==> config.mk <==
export PLATFORM = sky130hd
export DESIGN_NAME = seg_scan_ctrl
export DESIGN_NICKNAME = d
export VERILOG_FILES = /design/src/rtl/seg_scan_ctrl_pkg.sv /design/src/rtl/seg_scan_ctrl_digit_seg_lut.sv /design/src/rtl/seg_scan_ctrl.sv
export SDC_FILE = /design/constraint.sdc
export NUM_CORES = 1
export LEC_CHECK = 0
export CAP_MARGIN = 20
export CORE_MARGIN = 2
export CORE_UTILIZATION = 45
export DETAILED_ROUTE_END_ITERATION = 8
export GPL_ROUTABILITY_DRIVEN = 1
export GPL_TIMING_DRIVEN = 0
export PLACE_DENSITY = 0.75
export SLEW_MARGIN = 20
export SYNTH_ARGS = -nofsm -noshare
export SYNTH_HDL_FRONTEND = slang
export SYNTH_SLANG_ARGS = --single-unit
==> constraint.sdc <==
create_clock -name clk -period 4 [get_ports clk]
set_input_delay 0.8 -clock clk [delete_from_list [all_inputs] [get_ports clk]]
set_output_delay 0.8 -clock clk [all_outputs]
set_load 0.01 [all_outputs]
==> src/rtl/seg_scan_ctrl_pkg.sv <==
// Shared definitions for the 7-segment scan controller: FSM encoding, glyphs, prescaler sizing.
// Glyphs are active-high in abcdefg order (bit 6 = a, bit 0 = g).
package seg_scan_ctrl_pkg;

    typedef enum logic [1:0] {
        ST_OFF   = 2'd0,
        ST_BLANK = 2'd1,
        ST_SHOW  = 2'd2
    } state_t;

    localparam logic [6:0] GLYPH_0    = 7'h7E;
    localparam logic [6:0] GLYPH_1    = 7'h30;
    localparam logic [6:0] GLYPH_2    = 7'h6D;
    localparam logic [6:0] GLYPH_3    = 7'h79;
    localparam logic [6:0] GLYPH_4    = 7'h33;
    localparam logic [6:0] GLYPH_5    = 7'h5B;
    localparam logic [6:0] GLYPH_6    = 7'h5F;
    localparam logic [6:0] GLYPH_7    = 7'h70;
    localparam logic [6:0] GLYPH_8    = 7'h7F;
    localparam logic [6:0] GLYPH_9    = 7'h7B;
    localparam logic [6:0] GLYPH_DASH = 7'h01;

    // Wide enough to count 0..max-1 of either phase; never narrower than one bit.
    function automatic int pre_width(input int show_cyc, input int blank_cyc);
        int m;
        m = (show_cyc > blank_cyc) ? show_cyc : blank_cyc;
        return (m > 1) ? $clog2(m) : 1;
    endfunction

endpackage

==> src/rtl/seg_scan_ctrl_digit_seg_lut.sv <==
// Digit-to-glyph lookup: 4-bit value plus blank flag -> active-high abcdefg segments.
// Latency: combinational. Backpressure: none.
// Values 0xA-0xF render as a dash; blank forces all segments off.
module digit_seg_lut
    import seg_scan_ctrl_pkg::*;
(
    input  logic [3:0] dig,
    input  logic       blank,
    output logic [6:0] seg
);

    always_comb begin
        seg = '0;
        if (!blank) begin
            case (dig)
                4'd0:    seg = GLYPH_0;
                4'd1:    seg = GLYPH_1;
                4'd2:    seg = GLYPH_2;
                4'd3:    seg = GLYPH_3;
                4'd4:    seg = GLYPH_4;
                4'd5:    seg = GLYPH_5;
                4'd6:    seg = GLYPH_6;
                4'd7:    seg = GLYPH_7;
                4'd8:    seg = GLYPH_8;
                4'd9:    seg = GLYPH_9;
                default: seg = GLYPH_DASH;
            endcase
        end
    end

endmodule

==> src/rtl/seg_scan_ctrl.sv <==
// Time-multiplexed common-anode 7-segment scanner with inter-digit blanking and per-frame BCD snapshot.
// Latency: first anode BLANK_CYC+1 cycles after en rises; all outputs registered alongside the FSM state.
// Backpressure: none; en=0 darkens the display on the next edge and restarts the scan at digit 0.
module seg_scan_ctrl
    import seg_scan_ctrl_pkg::*;
#(
    parameter int NDIG           = 4,
    parameter int SHOW_CYC       = 50000,
    parameter int BLANK_CYC      = 1000,
    parameter int SEG_ACTIVE_LOW = 1,
    parameter int AN_ACTIVE_LOW  = 1
) (
    input  logic                       clk,
    input  logic                       rst,
    input  logic                       en,
    input  logic                       blank_lz,
    input  logic [4*NDIG-1:0]          bcd_in,
    input  logic [NDIG-1:0]            dp_in,
    output logic                       segA,
    output logic                       segB,
    output logic                       segC,
    output logic                       segD,
    output logic                       segE,
    output logic                       segF,
    output logic                       segG,
    output logic                       segDP,
    output logic [NDIG-1:0]            an,
    output logic [$clog2(NDIG)-1:0]    digit_idx,
    output logic                       frame_tick
);

    localparam int IW = $clog2(NDIG);
    localparam int PW = pre_width(SHOW_CYC, BLANK_CYC);
    localparam logic AN_POL  = (AN_ACTIVE_LOW != 0);
    localparam logic SEG_POL = (SEG_ACTIVE_LOW != 0);
    localparam logic [PW-1:0] SHOW_LAST  = PW'(SHOW_CYC - 1);
    localparam logic [PW-1:0] BLANK_LAST = PW'(BLANK_CYC - 1);
    localparam logic [IW-1:0] IDX_LAST   = IW'(NDIG - 1);

    state_t            state_q, state_d;
    logic [PW-1:0]     pre_q, pre_d;
    logic [IW-1:0]     idx_q, idx_d;
    logic [4*NDIG-1:0] snap_bcd_q, snap_bcd_d;
    logic [NDIG-1:0]   snap_dp_q, snap_dp_d;
    logic [NDIG-1:0]   an_q, an_d;
    logic [6:0]        seg_q, seg_d;
    logic              dp_q, dp_d;
    logic              tick_q, tick_d;

    logic [NDIG-1:0]   lz_mask;
    logic              all_zero;
    logic              lit_blank;
    logic              lut_blank;
    logic [3:0]        cur_dig;
    logic [6:0]        lut_seg;

    always_comb begin
        state_d    = state_q;
        pre_d      = pre_q + PW'(1);
        idx_d      = idx_q;
        snap_bcd_d = snap_bcd_q;
        snap_dp_d  = snap_dp_q;
        tick_d     = 1'b0;
        case (state_q)
            ST_OFF: begin
                pre_d = '0;
                idx_d = '0;
                if (en) state_d = ST_BLANK;
            end
            ST_BLANK: begin
                if (pre_q == BLANK_LAST) begin
                    state_d = ST_SHOW;
                    pre_d   = '0;
                    // Frame coherence: the whole frame displays this one snapshot.
                    if (idx_q == '0) begin
                        snap_bcd_d = bcd_in;
                        snap_dp_d  = dp_in;
                    end
                end
            end
            ST_SHOW: begin
                if (pre_q == SHOW_LAST) begin
                    state_d = ST_BLANK;
                    pre_d   = '0;
                    idx_d   = (idx_q == IDX_LAST) ? '0 : idx_q + IW'(1);
                    tick_d  = (idx_q == IDX_LAST);
                end
            end
            default: begin
                state_d = ST_OFF;
                pre_d   = '0;
                idx_d   = '0;
            end
        endcase
        if (!en) begin
            state_d = ST_OFF;
            pre_d   = '0;
            idx_d   = '0;
            tick_d  = 1'b0;
        end
    end

    // Outputs are derived from next-state values so they change on the same edge as the state.
    always_comb begin
        all_zero = 1'b1;
        lz_mask  = '0;
        for (int i = NDIG - 1; i >= 1; i--) begin
            all_zero   = all_zero && (snap_bcd_d[4*i +: 4] == 4'd0);
            lz_mask[i] = all_zero;
        end
        cur_dig   = snap_bcd_d[{idx_d, 2'b00} +: 4];
        lit_blank = blank_lz && lz_mask[idx_d];
        lut_blank = (state_d != ST_SHOW) || lit_blank;

        an_d = {NDIG{AN_POL}};
        if (state_d == ST_SHOW) an_d[idx_d] = ~AN_POL;
        seg_d = lut_seg ^ {7{SEG_POL}};
        dp_d  = ((state_d == ST_SHOW) && !lit_blank && snap_dp_d[idx_d]) ^ SEG_POL;
    end

    digit_seg_lut u_lut (
        .dig   (cur_dig),
        .blank (lut_blank),
        .seg   (lut_seg)
    );

    always_ff @(posedge clk or negedge rst) begin
        if (!rst) begin
            state_q    <= ST_OFF;
            pre_q      <= '0;
            idx_q      <= '0;
            snap_bcd_q <= '0;
            snap_dp_q  <= '0;
            an_q       <= {NDIG{AN_POL}};
            seg_q      <= {7{SEG_POL}};
            dp_q       <= SEG_POL;
            tick_q     <= 1'b0;
        end else begin
            state_q    <= state_d;
            pre_q      <= pre_d;
            idx_q      <= idx_d;
            snap_bcd_q <= snap_bcd_d;
            snap_dp_q  <= snap_dp_d;
            an_q       <= an_d;
            seg_q      <= seg_d;
            dp_q       <= dp_d;
            tick_q     <= tick_d;
        end
    end

    assign {segA, segB, segC, segD, segE, segF, segG} = seg_q;
    assign segDP      = dp_q;
    assign an         = an_q;
    assign digit_idx  = idx_q;
    assign frame_tick = tick_q;

endmodule

* After elaboration in Yosys (flattened, before gate mapping)
Memory sizes are Yosys's and may differ from the RTL's.
Cells that the tools add are included.
** Cells by class
- Add/subtract/negate cells :: 2
- $mul :: 0
- Div/mod/pow operators :: 0
- $lt $le $gt $ge :: 2
- Equal/unequal tests :: 7
- Shift operators :: 1
- Mux-type cells :: 29
- Bitwise gates (word level) :: 3
- Reduce and logical (&&, ||, !) cells :: 13
** Operators by type and width (number)
- 16-bit 2-to-1 mux :: 6
- 16-bit case mux with 2 select lines :: 1
- 16-bit by 1-bit adder with 16-bit output, second input constant :: 1
- 16-bit by 10-bit == test with 1-bit output, second input constant :: 1
- 16-bit == test, second input constant :: 1
- 4-bit 2-to-1 mux :: 4
- 16-bit by 5-bit indexed part select with 4-bit output :: 1
- 4-bit zero test :: 3
- 2-bit 2-to-1 mux :: 6
- 7-bit 2-to-1 mux :: 1
- 7-bit NOT :: 1
- 2-bit == test, second input constant :: 3
- 1-bit logical AND :: 6
- 1-bit 2-to-1 mux :: 6
- 2-bit case mux with 3 select lines :: 1
- 1-bit binary-select mux with 2-bit select :: 2
- 2-bit zero test :: 2
- 4-bit NOT :: 1
- 2-bit case mux with 2 select lines :: 1
- 2-bit by 3-bit < comparator with 1-bit output, second input constant :: 1
- 2-bit by 1-bit adder with 2-bit output, second input constant :: 1
- 1-bit demux with 2-bit select :: 1
- 2-bit by 1-bit == test with 1-bit output, second input constant :: 1
- 2-bit by 1-bit >= comparator with 1-bit output, second input constant :: 1
- 4 further kinds :: 4
** Word-level totals
- Register bits :: 53
- Latch bits :: 0
- Bits in writable memories :: 0
- Memory bits (read-only) :: 112
- Input bits :: 24
- Logic and storage cells :: 67
- Memories :: 1
** Memory list
- (name not given) :: depth 16, width 7, rd ports 1, clocked after Yosys merged registers in 0, write ports 0, line seg_scan_ctrl_digit_seg_lut.sv:15 : case (dig)

* Depth between registers and ports, before layout
- Depth in word-level cells :: 14
- Gate-level depth with buffers :: 14

* Cells and area by module
A second synthesis with hierarchy kept.
** Unflattened totals
- Cells, all modules :: 262
- Area, all modules :: 2840.2 um^2
** Modules (own cells, without submodules)
- seg_scan_ctrl :: times used 1, cells an instance 229, area each 2621.3 um^2
- digit_seg_lut :: times used 1, cells an instance 33, area each 219.0 um^2

* Least setup slack after synthesis
Ideal clock, no wire load.
- Path type :: register to register
- From :: reg pre_q[0]
- To :: reg seg_q[3]
- Setup time :: 0.094 ns
- Arrival time :: 2.746 ns
- Data required time :: 3.906 ns
- Path slack :: 1.160 ns
- Stages on the path, launching flop included :: 13
- Path buffers :: 1
- Period minus slack after synthesis :: 2.840 ns
- Cells stage by stage :: dfrtp_1 -> ha_1 -> and4_2 -> nand4_1 -> nor2_2 -> buf_4 -> mux2_2 -> a32oi_1 -> nand3_1 -> inv_1 -> ha_1 -> and2_4 -> o311ai_2
** RTL lines
- from (decl) :: line seg_scan_ctrl.sv:41 : logic [PW-1:0] pre_q, pre_d;
- from (signal assigned) :: line seg_scan_ctrl.sv:140 : pre_q <= pre_d;
- 16-bit by 10-bit == test with 1-bit output * :: line seg_scan_ctrl.sv:71 : if (pre_q == BLANK_LAST) begin
- 16-bit 2-to-1 mux * :: line seg_scan_ctrl.sv:71
- 16-bit 2-to-1 mux * :: line seg_scan_ctrl.sv:64 : case (state_q)
- named net snap_bcd_d[5] :: line seg_scan_ctrl.sv:43 : logic [4*NDIG-1:0] snap_bcd_q, snap_bcd_d;
- branches (longest 6 deep; another with memory read 16 x 7 bit)
- 7-bit 2-to-1 mux * :: line seg_scan_ctrl_digit_seg_lut.sv:14 : if (!blank) begin
- 7-bit NOT (no source line) *
- named net seg_d[3] :: line seg_scan_ctrl.sv:46 : logic [6:0] seg_q, seg_d;
- to (signal assigned) :: line seg_scan_ctrl.sv:135 : seg_q <= {7{SEG_POL}};
- to (signal assigned) :: line seg_scan_ctrl.sv:145 : seg_q <= seg_d;
- to (decl) :: line seg_scan_ctrl.sv:46
Mark *: on every way through the listed nets, which the timed path passes. The select of a mux whose other input is x is not followed.

* Worst setup path after layout
Ends and elaborated chain as after synthesis.

==> impl_metrics.json <==
{
  "power.density_mw_per_mm2": 262,
  "fp.dieW_um": 83.9,
  "via_per_inst": 5.40,
  "multi_input_area_mm2": 0.00145,
  "postCtsResizedCells": 0,
  "synth_area_leaders": "dfrtp_1, dfstp_2, mux2_2",
  "yosysUniqueCellTypes": 60,
  "layout_common_cells": "dfrtp_1, clkdlybuf4s50_1, nand2_1",
  "cts-htree-levels": 2,
  "cts_tree": "done",
  "fin_crit_sh_pct": 84.1,
  "reg2reg_from": "pre_q[0]$_DFF_PN0_",
  "synth_area_mm2": 0.00287,
  "ys.warnings.count": 0,
  "peakVddDrop_v": 0.000163,
  "cts_setup_buffers": 0,
  "crit_path_max_incr_delay_ns": 0.40,
  "crit_type": "flop to flop",
  "crit_path_start": "pre_q[0]$_DFF_PN0_",
  "rsz0062_at_grt": "no",
  "crit_slowest_cell": "dfrtp_1",
  "postRouteAntennaNets": 0,
  "ys_ff_latch": 53,
  "path_common_cell": "ha_1",
  "clk_pin_slew_ns": 0.10,
  "synth-edff-count": 0,
  "area_delta_synth_final_pct": 19.8,
  "wl_per_cell_um": 15.0,
  "cts_buffers": 5,
  "yosysTopAreaCell": "dfrtp_1",
  "synth_ff_type": "dfrtp_1",
  "rows": 29,
  "drt_iter0_drc": 78,
  "setup_viol": 0,
  "worstReg2RegEnd": "seg_q[3]$_DFF_PN1_",
  "antenna_found_initial": 0,
  "reg2reg_depth": 12,
  "p_leak_nw": 1.54,
  "die_area_mm2": 0.00704,
  "coreArea_mm2": 0.00628,
  "antenna_cells": 0,
  "async_reset_ff_share_pct": 100,
  "grt_max_degree": 54,
  "tns_ns": 0,
  "nFillCells": 566,
  "initial_core_util_pct": 45.7,
  "seq_area_frac_synth_pct": 46.7,
  "drtPass1Iterations": 4,
  "syn_avg_cell_area_um2": 11.2,
  "cts_sinks": 53,
  "crit_required_ns": 4.22,
  "synthesis.nets": 292,
  "yosys.area.top_type_share_pct": 35.7,
  "synthCells": 256,
  "layout.nets": 337,
  "finalWirelength_um": 5700,
  "grt_pass1_wl_um": 9910,
  "hold_depth": 1,
  "cp-start-kind": "flop",
  "grt_usage_pct": 17.4,
  "grt_overflow_total": 0,
  "drive_gt1_share_pct": 21.9,
  "gp_congestion": 0.906,
  "fmax_ghz": 0.297,
  "utilization_pct": 54.8,
  "clockBufferDepth": 2,
  "slew_headroom_pct": 56.4,
  "regArea_mm2": 0.00134,
  "pin_count": 39,
  "port_buffers": 38,
  "tightest_slew_ns": 0.655,
  "skew_ns": 0.0114,
  "root_buffer": "clkbuf_8",
  "path_max_fanout": 10,
  "fin_crit_ns": 3.36,
  "final_hold_viol_count": 0,
  "slew_viol_final": 0,
  "ff2ff_setup_slack_ns": 0.64,
  "die_h_um": 83.9,
  "critPathArrivalTime_ns": 3.58,
  "layout_commonest_cell": "dfrtp_1",
  "dp_hpwl_um": 4260,
  "vias": 2047,
  "drc": 0,
  "status": "finished clean",
  "min_from": "pre_q[0]$_DFF_PN0_",
  "hold_end": "pre_q[0]$_DFF_PN0_",
  "insertion_delay_ns": 0.31,
  "critPathCaptureType": "flop",
  "maxCapViolCount": 0,
  "grt_pass1_vias": 2064,
  "worstPathCellList": "ha_1 > and4_2 > nand4_1 > nor2_2 > buf_4 > mux2_2 > a32oi_1 > nand3_1 > inv_1 > ha_1 > and2_4 > o311ai_2",
  "cts_hold_buffers": 0,
  "hp-class": "flop to flop"
}
[how the worst max path moves through the flow]
stage                               to  slack [ns]  depth (start not counted)
2_1_floorplan       seg_q[3]$_DFF_PN1_        1.16                         12
6_report            seg_q[3]$_DFF_PN1_        0.64                         12
3_5_place_dp        seg_q[3]$_DFF_PN1_        0.65                         10
5_1_grt             seg_q[3]$_DFF_PN1_        0.36                         11
3_3_place_gp   snap_bcd_q[2]$_DFF_PN0_        0.60                          1
4_1_cts             seg_q[3]$_DFF_PN1_        0.61                         12
[critical path, delay by kind of cell, from the launching register on]
family,cells,cell delay (ns)
simple gates,5,1.16
compound gates,2,0.44
buf+inv,2,0.44
fa+ha+maj,2,0.47
flops,1,0.40
mux,1,0.38
[cell families (layout without fill, tap and decap cells)]
logic type | Yosys count | after routing | share of synthesized area, %
compound gates | 33 | 33 | 9.28
xor+xnor | 14 | 14 | 4.27
fa+ha+maj | 12 | 12 | 5.23
buf+inv | 21 | 67 | 2.92
flops | 53 | 53 | 46.7
mux | 30 | 30 | 11.8
simple gates | 93 | 93 | 19.8
[metal layers]
metal | vias to the layer above | global-route usage [%] | part of all wire (%)
met2 | 40 | 28.2 | 49
li1 | 989 | - | -
met1 | 1013 | 23.8 | 46
met4 | 0 | 4.69 | 0.97
met3 | 5 | 3.36 | 3.1
met5 | - | 0 | 0
[where the power goes]
part / switching, mW / internal, mW / leakage (nW)
clock: 0.186 / 0.127 / 0.0447
sequential: 0.00137 / 0.537 / 0.698
combinational: 0.0235 / 0.0249 / 0.801
total: 0.211 / 0.689 / 1.54
[synth_stat cells (2+ instances only)]
cell and instances:
a21oi_1 3, a22oi_1 2, and2_1 6, and3_1 5, and3_2 4, and3b_1 2, clkbuf_1 4, dfrtp_1 41
dfstp_2 12, ha_1 12, inv_1 15, mux2_2 19, mux2_4 2, mux2i_1 8, nand2_1 22, nand3_1 8
nor2_1 20, nor2b_1 3, nor4_1 6, o211ai_1 3, o21a_1 2, o21ai_0 6, o21ai_2 2, xnor2_1 7
xor2_1 7
[state kept, by name, summed over array words and instances, names as in the netlist]
signal and count:
pre_q 16, snap_bcd_q 16, seg_q 7, an 4
snap_dp_q 4, digit_idx 2, state_q 2, frame_tick 1
segDP 1
[cell type report]
| class | instances | share of cell area [%] |
|---|---|---|
| well taps | 77 | 2.80 |
| inverters | 15 | 1.64 |
| clock inverters | 3 | 0.728 |
| clock buffers | 5 | 2.00 |
| plain buffers | 6 | 0.800 |
| repair buffers | 38 | 11.0 |
| multi-input cells | 182 | 42.1 |
| flip-flops and latches | 53 | 39.0 |
[through the flow]
stage | std cells | worst slack [ns] | instance area [um2] | hold slack (ns) | total power, mW
3_5_place_dp | 371 | 0.647 | 3350 | 0.473 | 0.598
3_3_place_gp | 371 | 0.600 | 3350 | 0.452 | 0.598
6_report | 379 | 0.636 | 3440 | 0.486 | 0.899
2_1_floorplan | 256 | 1.16 | 2870 | 0.433 | 0.560
4_1_cts | 379 | 0.611 | 3440 | 0.488 | 0.914
5_1_grt | 379 | 0.360 | 3440 | 0.500 | 0.939
Power figures use the tool's default switching activity.
